--- config.mk ---
export PLATFORM = sky130hd
export DESIGN_NAME = led_mode_ctrl
export DESIGN_NICKNAME = d
export VERILOG_FILES = /design/src/rtl/misc.sv /design/src/rtl/tick_prescaler.sv /design/src/rtl/led_mode_ctrl.sv
export SDC_FILE = /design/constraint.sdc
export NUM_CORES = 1
export LEC_CHECK = 0
export ABC_CLOCK_PERIOD_IN_PS = 4710
export BUFFER_PORTS_ARGS = -buffer_cell sky130_fd_sc_hd__buf_2
export CELL_PAD_IN_SITES_DETAIL_PLACEMENT = 0
export CELL_PAD_IN_SITES_GLOBAL_PLACEMENT = 1
export CORE_MARGIN = 1.5
export CORE_UTILIZATION = 50
export DETAILED_ROUTE_END_ITERATION = 8
export GPL_TIMING_DRIVEN = 0
export PLACE_DENSITY = 0.81
export RECOVER_POWER = 50
export SYNTH_ARGS = -nofsm -noshare
export SYNTH_HDL_FRONTEND = slang
export SYNTH_SLANG_ARGS = --single-unit
--- constraint.sdc ---
create_clock -name clock -period 4.71 [get_ports clock]
set_clock_uncertainty 0.2 [all_clocks]
set_input_delay 0.942 -clock clock [delete_from_list [all_inputs] [get_ports clock]]
set_output_delay 0.942 -clock clock [all_outputs]
set_load 0.05 [all_outputs]
--- src/rtl/misc.sv ---
// Shared board-level constants and types.
//   FREQUENCY_*             common system clock rates in Hz
//   BASE_FREQUENCY_DEFAULT  default shared blink tick rate in Hz
//   led_mode_t              per-channel blink mode (OFF, SLOW, MEDIUM, FAST)
//   DIV_*                   base ticks per LED toggle for each blinking mode
package misc;

  localparam int unsigned FREQUENCY_25MHZ        = 25_000_000;
  localparam int unsigned FREQUENCY_50MHZ        = 50_000_000;
  localparam int unsigned FREQUENCY_100MHZ       = 100_000_000;
  localparam int unsigned BASE_FREQUENCY_DEFAULT = 10;

  typedef enum logic [1:0] {
    OFF    = 2'd0,
    SLOW   = 2'd1,
    MEDIUM = 2'd2,
    FAST   = 2'd3
  } led_mode_t;

  localparam logic [3:0] DIV_SLOW   = 4'd10;
  localparam logic [3:0] DIV_MEDIUM = 4'd2;
  localparam logic [3:0] DIV_FAST   = 4'd1;

  // Press sequence: OFF -> SLOW -> MEDIUM -> FAST -> OFF.
  function automatic led_mode_t next_mode(input led_mode_t m);
    led_mode_t n;
    unique case (m)
      OFF:     n = SLOW;
      SLOW:    n = MEDIUM;
      MEDIUM:  n = FAST;
      default: n = OFF;
    endcase
    return n;
  endfunction

  // OFF never consults its divisor; any nonzero value is harmless there.
  function automatic logic [3:0] mode_divisor(input led_mode_t m);
    logic [3:0] d;
    unique case (m)
      SLOW:    d = DIV_SLOW;
      MEDIUM:  d = DIV_MEDIUM;
      FAST:    d = DIV_FAST;
      default: d = 4'd1;
    endcase
    return d;
  endfunction

endpackage

--- src/rtl/tick_prescaler.sv ---
// Free-running prescaler producing one single-cycle tick every
// CLOCK_FREQUENCY/BASE_FREQUENCY clocks (PRESCALE, must be >= 2).
//   clock    system clock
//   reset_n  asynchronous active-low reset
//   tick     high for the one cycle in which the count equals PRESCALE-1
module tick_prescaler
  import misc::*;
#(
  parameter int unsigned CLOCK_FREQUENCY = FREQUENCY_50MHZ,
  parameter int unsigned BASE_FREQUENCY  = BASE_FREQUENCY_DEFAULT
) (
  input  logic clock,
  input  logic reset_n,
  output logic tick
);

  localparam int unsigned PRESCALE   = CLOCK_FREQUENCY / BASE_FREQUENCY;
  localparam int unsigned CountWidth = $clog2(PRESCALE);
  localparam logic [CountWidth-1:0] LastCount = CountWidth'(PRESCALE - 1);

  logic [CountWidth-1:0] count_q;

  always_ff @(posedge clock or negedge reset_n) begin
    if (!reset_n) begin
      count_q <= '0;
    end else if (count_q == LastCount) begin
      count_q <= '0;
    end else begin
      count_q <= count_q + CountWidth'(1);
    end
  end

  // Decoded straight from the count so the tick lines up with count==PRESCALE-1.
  assign tick = (count_q == LastCount);

endmodule

--- src/rtl/led_mode_ctrl.sv ---
// Per-channel blink-mode controller. Each press pulse steps its channel through
// OFF -> SLOW -> MEDIUM -> FAST -> OFF; every channel divides the shared base
// tick by its mode's divisor and toggles its LED on each divided tick.
//   clock           system clock
//   reset_n         asynchronous active-low reset
//   button_pressed  one-cycle synchronized press pulses, one per channel
//   disable_all     synchronous level, forces every channel to OFF
//   led             LED outputs
//   mode            current mode, channel i on bits [2i+1:2i]
//   base_tick       shared prescaler pulse
module led_mode_ctrl
  import misc::*;
#(
  parameter int unsigned CLOCK_FREQUENCY = FREQUENCY_50MHZ,
  parameter int unsigned BASE_FREQUENCY  = BASE_FREQUENCY_DEFAULT,
  parameter int unsigned NUM_CHANNELS    = 3
) (
  input  logic                      clock,
  input  logic                      reset_n,
  input  logic [NUM_CHANNELS-1:0]   button_pressed,
  input  logic                      disable_all,
  output logic [NUM_CHANNELS-1:0]   led,
  output logic [2*NUM_CHANNELS-1:0] mode,
  output logic                      base_tick
);

  tick_prescaler #(
    .CLOCK_FREQUENCY (CLOCK_FREQUENCY),
    .BASE_FREQUENCY  (BASE_FREQUENCY)
  ) u_prescaler (
    .clock   (clock),
    .reset_n (reset_n),
    .tick    (base_tick)
  );

  for (genvar i = 0; i < NUM_CHANNELS; i++) begin : g_channel
    led_mode_t  mode_q;
    logic [3:0] div_q;
    logic       led_q;

    // Priority: disable_all > press > OFF hold > divided tick. Any mode change
    // restarts the phase, so the first toggle lands a full divisor later.
    always_ff @(posedge clock or negedge reset_n) begin
      if (!reset_n) begin
        mode_q <= OFF;
        div_q  <= 4'd0;
        led_q  <= 1'b0;
      end else if (disable_all) begin
        mode_q <= OFF;
        div_q  <= 4'd0;
        led_q  <= 1'b0;
      end else if (button_pressed[i]) begin
        mode_q <= next_mode(mode_q);
        div_q  <= 4'd0;
        led_q  <= 1'b0;
      end else if (mode_q == OFF) begin
        div_q  <= 4'd0;
        led_q  <= 1'b0;
      end else if (base_tick) begin
        if (div_q == mode_divisor(mode_q) - 4'd1) begin
          div_q <= 4'd0;
          led_q <= ~led_q;
        end else begin
          div_q <= div_q + 4'd1;
        end
      end
    end

    assign led[i]       = led_q;
    assign mode[2*i +: 2] = mode_q;
  end

endmodule

; ---- Word level (Yosys, flattened, before mapping)
; Cells that the tools add are included.
[totals]
register_bits = 44
out_inout_bits = 10
word_cells = 100
[op_classes]
n_addsub = 7
n_eq_ne = 10
mux = 55
bitwise = 3
reduce_logical = 15
[op_table]
columns = op, n
row1 = $mux 4, 27
row2 = $pmux 4 s2, 3
row3 = $reduce_bool 4->1, 6
row4 = $add 23x1->23 const B, 1
row5 = $eq 23x23->1 const B, 1
row6 = $mux 23, 1
row7 = $pmux 2 s3, 3
row8 = $mux 1, 15
row9 = $add 4x1->4 const B, 3
row10 = $eq 4x4->1, 3
row11 = $mux 2, 6
row12 = $sub 4x1->4 const B, 3
row13 = $eq 2x1->1 const B, 3
row14 = $eq 2x2->1 const B, 3
row15 = $logic_not 2->1, 3
row16 = $reduce_and 2->1, 3
row17 = $reduce_bool 2->1, 3
row18 = $not 1->1, 3

; ---- Longest topological paths before layout
; Gate-level depths: netlist of the first run.
[logic_depth]
word_depth = 13
depth_mapped = 8
ltp_nobuf = 7

; ---- Cells and area by module
; Synthesis of the first run repeated with hierarchy kept, for this count alone.
[unflattened]
hier_cells = 236
area_unflattened_um2 = 2436.1
[by_module_without_submodules]
columns = mod, instances, cells_each, area_per_inst_um2, seq_area_each_um2
row1 = led_mode_ctrl, 1, 129, 1276.2, 525.5
row2 = tick_prescaler, 1, 107, 1159.9, 575.6

; ---- Least setup slack after synthesis of the first run
; No wires, ideal clock.
[synth_path]
path_kind = register to output
from = reg u_prescaler.count_q[13]
to = out base_tick
t_arrival_ns = 2.009
path_slack_ns = 1.559
stages_incl_launch_ff = 4
path_buffers = 0
path_cell_list = dfrtp_1 -> or4_1 -> or4_4 -> nor2_1
[synth_via]
elab_chain_len = 1
[synth_lines]
columns = item, line_no
row1 = "start, declared", tick_prescaler.sv:21  ; logic [CountWidth-1:0] count_q;
row2 = "start signal, assigned", tick_prescaler.sv:29  ; count_q <= count_q + CountWidth'(1);
row3 = $eq 23x23->1, tick_prescaler.sv:34  ; assign tick = (count_q == LastCount);
row4 = "end, declared", led_mode_ctrl.sv:24  ; output logic base_tick
; No other way between the ends.

; ---- Final worst setup path of the first run
; Ends and elaborated chain as after synthesis.

==> impl_metrics.py, run 1 <==
metrics = {
    "final_layout": {
        "layout-area-overhead-vs-synth_pct": 9.702,
        "final_nets": 278,
        "fill_cells": 410,
        "layout_common_cells": "44 x dfrtp_1, 28 x nand3_1, 27 x nor2_1",
        "layout.cells.most_common": "dfrtp_1",
        "antenna_cells": 0,
        "drive_gt1_share_pct": 9.962,
    },
    "synth": {
        "synth_xor_area_share_pct": 10.24,
        "synthesis.nets": 257,
        "synth_top_family_by_area": "simple AND/OR/NAND/NOR gates",
        "synth.top_cell.area_share_pct": 47.70,
        "muxShareOfSynthArea_pct": 1.734,
        "synth.distinct_cells": 35,
        "ys_seq_area_share_pct": 47.70,
        "synth-simple-area-share_pct": 23.52,
        "syn-mean-instance-area_um2": 9.659,
        "ys_seq_elements": 44,
        "synth_area_um2": 2308,
        "synthesis.instances": 239,
        "synth_adder_area_share_pct": 6.504,
        "yosys.area.top_type": "dfrtp_1",
        "synth-compound-area-share_pct": 6.287,
        "yosys_warnings": 0,
        "synth_area_leaders": "dfrtp_1 48%, ha_1 6.5%, nand3_1 6.1%",
    },
    "power": {
        "switching_share_pct": 26.45,
        "pwr-share-comb_pct": 12.1,
        "p_per_area_nw_per_um2": 285.2,
        "p_clk_share_pct": 34.1,
        "pwr-share-seq_pct": 53.9,
        "power_leakage_nw": 1.154,
        "internal_power_mw": 0.5311,
        "ir_worst_vdd_mv": 0.1904,
        "power_switching_mw": 0.1911,
    },
    "floorplanning": {
        "fp.dieW_um": 70.95,
        "dieArea_um2": 5033,
        "start_util_pct": 52.65,
        "ios": 16,
        "core_um2": 4384,
        "die_h_um": 70.95,
        "rows": 24,
    },
    "placement": {
        "pre_cts_slack_ps": 1768,
        "hpwl_um": 2941,
        "gp_congestion": 0.8338,
        "portBuffers": 14,
    },
    "outcome": {
        "violations": "max-capacitance violations, max-slew violations",
        "outcome": "finished, violations left",
    },
    "timing": {
        "post-route-period-util_pct": 69.15,
        "tightest_slew_ps": 2312,
        "finalMaxSlewViolations": 45,
        "min_period_ps": 3257,
        "slew_headroom_pct": -54.10,
        "setup_violations": 0,
        "setup_slack_ps": 1453,
        "rsz0062_at_grt": "false",
        "hold_viol_final": 0,
        "holdWs_ps": 284.4,
        "fmax_mhz": 307.0,
        "tns_ps": 0,
    },
    "clock_network": {
        "cts_setup_buffers": 0,
        "cts.path.max_buffers": 2,
        "cts_buffers": 5,
        "cts_tree": "done",
        "insertion_delay_ps": 300,
        "cts-root-buf": "clkbuf_8",
        "path_clk_slew_ps": 80,
        "cts_sinks": 44,
        "htree_levels": 2,
        "hold_buffers": 0,
        "post_cts_resize_count": 0,
    },
    "detailed_routing": {
        "routedWlPerCell_um": 13.21,
        "vias_per_cell": 5.431,
        "drt_pre_antenna_iters": 5,
        "ant_nets": 0,
        "num_vias": 1700,
        "drt_iter0_markers": 104,
        "drcViolationCount": 0,
        "wirelength_um": 4135,
    },
    "hold_path": {
        "hp-class": "reg2reg",
        "hold_depth": 1,
    },
    "global_route": {
        "grt_pass1_wl_um": 7617,
        "gr-total-overflow": 0,
        "grt_max_degree": 45,
        "grt_pass1_vias": 1678,
        "track_usage_pct": 19.46,
        "antenna_found_initial": 0,
    },
    "worst_setup_path": {
        "worstPathMaxFanout": 4,
        "start_kind": "flop",
        "path_class": "reg2out",
        "reg2reg_depth": 7,
        "endpoint_kind": "output port",
        "required_ps": 3570,
        "cp_data_arrival_time_ps": 2110,
    },
    "flow_run": {
        "drv_cap": 1,
    },
}
==> metrics by stage <==
step | cell area, um^2 | std cells | power [mW] | util (%)
after floorplan | 2308 | 239 | 0.4596 | -
after global placement | 2444 | 305 | 0.4848 | 55.74
after detailed placement | 2444 | 305 | 0.4862 | 55.74
after CTS | 2534 | 313 | 0.7321 | 57.79
after global routing | 2532 | 313 | 0.7567 | 57.76
final | 2532 | 313 | 0.7222 | 57.76
==> synth_stat cells, drive strengths merged <==
master / count
dfrtp: 44
nand3: 28
nor2: 27
nand2: 15
xor2: 14
xnor2: 13
a21oi: 12
ha: 12
o21ai: 10
inv: 9
buf: 6
or3: 6
clkbuf: 4
mux2i: 4
nand2b: 4
nor3: 4
or4: 4
and2: 3
and3: 3
nand4: 3
nand4b: 3
nand3b: 2
a22oi: 1
a31oi: 1
nor4: 1
nor4b: 1
nor4bb: 1
o211ai: 1
o22ai: 1
o31ai: 1
or2: 1
==> area by class of cell <==
type | count | area (um^2) | area share (%)
well taps | 52 | 65.06 | 2.569
plain buffers | 10 | 58.81 | 2.322
multi-input cells | 176 | 1115 | 44.02
inverters | 9 | 33.78 | 1.334
clock buffers | 8 | 90.09 | 3.557
repair buffers | 14 | 68.82 | 2.717
flip-flops and latches | 44 | 1101 | 43.48
==> path summary, 6_finish.rpt <==
check	start	to	slack, ps
setup reg to reg	u_prescaler.count_q[13]	g_channel[1].div_q[0]	2080
setup / recovery	u_prescaler.count_q[13]	base_tick	1450
min in group asynchronous	reset_n	g_channel[0].div_q[3]	1130
hold / removal	u_prescaler.count_q[4]	u_prescaler.count_q[4]	280
max in group asynchronous	reset_n	u_prescaler.count_q[22]	1870
hold reg to reg	u_prescaler.count_q[4]	u_prescaler.count_q[4]	280
==> cell families after synthesis <==
| group | Yosys count |
|---|---|
| XOR/XNOR | 27 |
| buffers and inverters | 19 |
| flip-flops | 44 |
| AO/OA/AOI/OAI | 27 |
| adder cells (fa/ha/maj) | 12 |
| multiplexers | 4 |
| AND/OR/NAND/NOR | 106 |
==> power groups by stage <==
stage / registers [mW] / logic, mW / clock network, mW
after floorplan: 0.414 / 0.0453 / 0
after global placement: 0.397 / 0.0883 / 0
after detailed placement: 0.397 / 0.0894 / 0
after CTS: 0.389 / 0.0897 / 0.253
after global routing: 0.390 / 0.0995 / 0.267
final: 0.389 / 0.0872 / 0.246
==> critical path: stages (launching register included) <==
cell and delay, ps:
dfrtp_1 420, or4_1 540, or4_4 460, nor2_1 120, buf_2 260
==> layer usage <==
metal,part of all wire (%),global-route usage (%)
met5,0,0
met4,2.2,7.757
met3,3.2,4.843
met2,44,29.91
met1,50,26.69
==> state kept, by name (all words and copies together), names as in the netlist <==
signal,cells
u_prescaler.count_q,23
g_channel.led_q,3
g_channel.mode_q,6
g_channel.div_q,12
Power figures use the tool's default switching activity.
==> run 2, diff against run 1 <==
--- a/config.mk
+++ b/config.mk
@@ -5,15 +5,15 @@
 export SDC_FILE = /design/constraint.sdc
 export NUM_CORES = 1
 export LEC_CHECK = 0
-export ABC_CLOCK_PERIOD_IN_PS = 4710
+export ABC_CLOCK_PERIOD_IN_PS = 2900
 export BUFFER_PORTS_ARGS = -buffer_cell sky130_fd_sc_hd__buf_2
 export CELL_PAD_IN_SITES_DETAIL_PLACEMENT = 0
 export CELL_PAD_IN_SITES_GLOBAL_PLACEMENT = 1
 export CORE_MARGIN = 1.5
-export CORE_UTILIZATION = 50
+export CORE_UTILIZATION = 42
 export DETAILED_ROUTE_END_ITERATION = 8
 export GPL_TIMING_DRIVEN = 0
-export PLACE_DENSITY = 0.81
+export PLACE_DENSITY = 0.72
 export RECOVER_POWER = 50
 export SYNTH_ARGS = -nofsm -noshare
 export SYNTH_HDL_FRONTEND = slang
==> constraint.sdc (replaced) <==
create_clock -name clock -period 2.9 [get_ports clock]
set_clock_uncertainty 0.2 [all_clocks]
set_input_delay 0.58 -clock clock [delete_from_list [all_inputs] [get_ports clock]]
set_output_delay 0.58 -clock clock [all_outputs]
set_load 0.05 [all_outputs]
==> impl_metrics.py, run 2 (synthesis gave the netlist of run 1 again) <==
metrics = {
    "outcome": {
        "outcome": "finished clean",
    },
    "power": {
        "switching_share_pct": 25.52,
        "ir_worst_vdd_mv": 0.2875,
        "power_switching_mw": 0.3163,
        "internal_power_mw": 0.9234,
        "pwr-share-seq_pct": 51.0,
        "power_leakage_nw": 1.165,
        "p_per_area_nw_per_um2": 480.5,
        "pwr-share-comb_pct": 11.5,
        "p_clk_share_pct": 37.5,
    },
    "timing": {
        "holdWs_ps": 275.3,
        "hold_viol_final": 0,
        "slew_headroom_pct": 27.85,
        "tightest_slew_ps": 1082,
        "fmax_mhz": 353.4,
        "tns_ps": 0,
        "setup_violations": 0,
        "setup_slack_ps": 70.24,
        "post-route-period-util_pct": 97.58,
        "finalMaxSlewViolations": 0,
        "min_period_ps": 2830,
        "rsz0062_at_grt": "false",
    },
    "detailed_routing": {
        "num_vias": 1699,
        "drcViolationCount": 0,
        "wirelength_um": 4260,
        "drt_iter0_markers": 36,
        "drt_pre_antenna_iters": 4,
        "vias_per_cell": 5.133,
        "ant_nets": 0,
        "routedWlPerCell_um": 12.87,
    },
    "clock_network": {
        "cts_sinks": 44,
        "cts_setup_buffers": 0,
        "cts_buffers": 5,
        "hold_buffers": 0,
        "cts.path.max_buffers": 2,
        "post_cts_resize_count": 1,
        "htree_levels": 2,
        "cts-root-buf": "clkbuf_8",
        "insertion_delay_ps": 290,
        "cts_tree": "done",
        "path_clk_slew_ps": 80,
    },
    "floorplanning": {
        "core_um2": 5205,
        "fp.dieW_um": 77.14,
        "die_h_um": 77.14,
        "rows": 26,
        "ios": 16,
        "dieArea_um2": 5950,
        "start_util_pct": 44.35,
    },
    "final_layout": {
        "antenna_cells": 0,
        "largestRegisters": "u_prescaler.count_q x23, g_channel.div_q x12, g_channel.mode_q x6",
        "layout-area-overhead-vs-synth_pct": 11.76,
        "layout_common_cells": "44 x dfrtp_1, 28 x nand3_1, 27 x nor2_1",
        "final_util_pct": 49.57,
        "layout.cells.most_common": "dfrtp_1",
        "final_nets": 278,
        "fill_cells": 514,
        "largest_reg_flops": 23,
        "drive_gt1_share_pct": 11.11,
        "top_register": "u_prescaler.count_q",
        "fin_cells": 331,
    },
    "worst_setup_path": {
        "worstPathMaxFanout": 4,
        "required_ps": 2120,
        "path_class": "reg2out",
        "endpoint_kind": "output port",
        "crit_end": "base_tick",
        "start_kind": "flop",
        "timing.rr.start": "u_prescaler.count_q[13]",
        "startpoint": "u_prescaler.count_q[13]",
        "reg2reg_depth": 7,
        "r2r-end": "g_channel[2].div_q[2]",
        "cp_data_arrival_time_ps": 2050,
        "r2r_slack_ps": 280,
    },
    "global_route": {
        "grt_pass1_wl_um": 7596,
        "antenna_found_initial": 0,
        "gr-total-overflow": 0,
        "grt_max_degree": 45,
        "grt_pass1_vias": 1640,
        "track_usage_pct": 16.08,
    },
    "hold_path": {
        "hp-class": "in2async",
    },
    "placement": {
        "hpwl_um": 3048,
        "pre_cts_slack_ps": 245.1,
        "portBuffers": 14,
        "dpl.cell_count": 323,
        "gp_congestion": 0.7213,
    },
    "flow_run": {
        "drv_cap": 0,
    },
}
run 2: final cells by class:
cell class	instances	area (um^2)	share of cell area [%]
buffer	10	58.81	2.279
timing repair buffer	14	72.57	2.813
multi-input combinational	176	1115	43.21
clock buffer	5	68.82	2.667
tap	70	87.58	3.395
sequential	44	1101	42.68
inverter	9	33.78	1.309
clock inverter	3	42.54	1.649
run 2: worst max-delay path, cell delays in order (launching register included):
cell and delay, ps:
dfrtp_1 420, or4_1 530, or4_4 450, nor2_1 140, buf_4 210
run 2: worst min path at each step:
stage | start | to | cells after the start | slack (ps)
after floorplan | reset_n | g_channel[0].div_q[0] | 0 | 80
after global placement | u_prescaler.count_q[4] | u_prescaler.count_q[4] | 1 | 270
after detailed placement | u_prescaler.count_q[4] | u_prescaler.count_q[4] | 1 | 270
after CTS | u_prescaler.count_q[4] | u_prescaler.count_q[4] | 1 | 280
after global routing | u_prescaler.count_q[22] | u_prescaler.count_q[22] | 1 | 320
final | reset_n | g_channel[0].div_q[3] | 1 | 280
run 2: layer usage:
layer  GRT usage (%)  up-vias  share of wire (%)
li1                -      863                  -
met1           21.26      817                 50
met2           26.23       14                 47
met3           3.571        5                1.9
met4           4.909        0               0.94
met5               0        -                  0
run 2: through the flow:
step	power, mW	area (um^2)
6_report	1.240	2580
5_1_grt	1.301	2580
4_1_cts	1.263	2580
3_5_place_dp	0.7898	2466
3_3_place_gp	0.7893	2466
2_1_floorplan	0.7464	2308
run 2: power by group through the flow:
stage,sequential [mW],clock (mW),combinational (mW)
after detailed placement,0.644,0,0.145
after floorplan,0.673,0,0.0735
after global routing,0.634,0.503,0.163
after CTS,0.632,0.485,0.146
final,0.632,0.465,0.142
after global placement,0.644,0,0.145
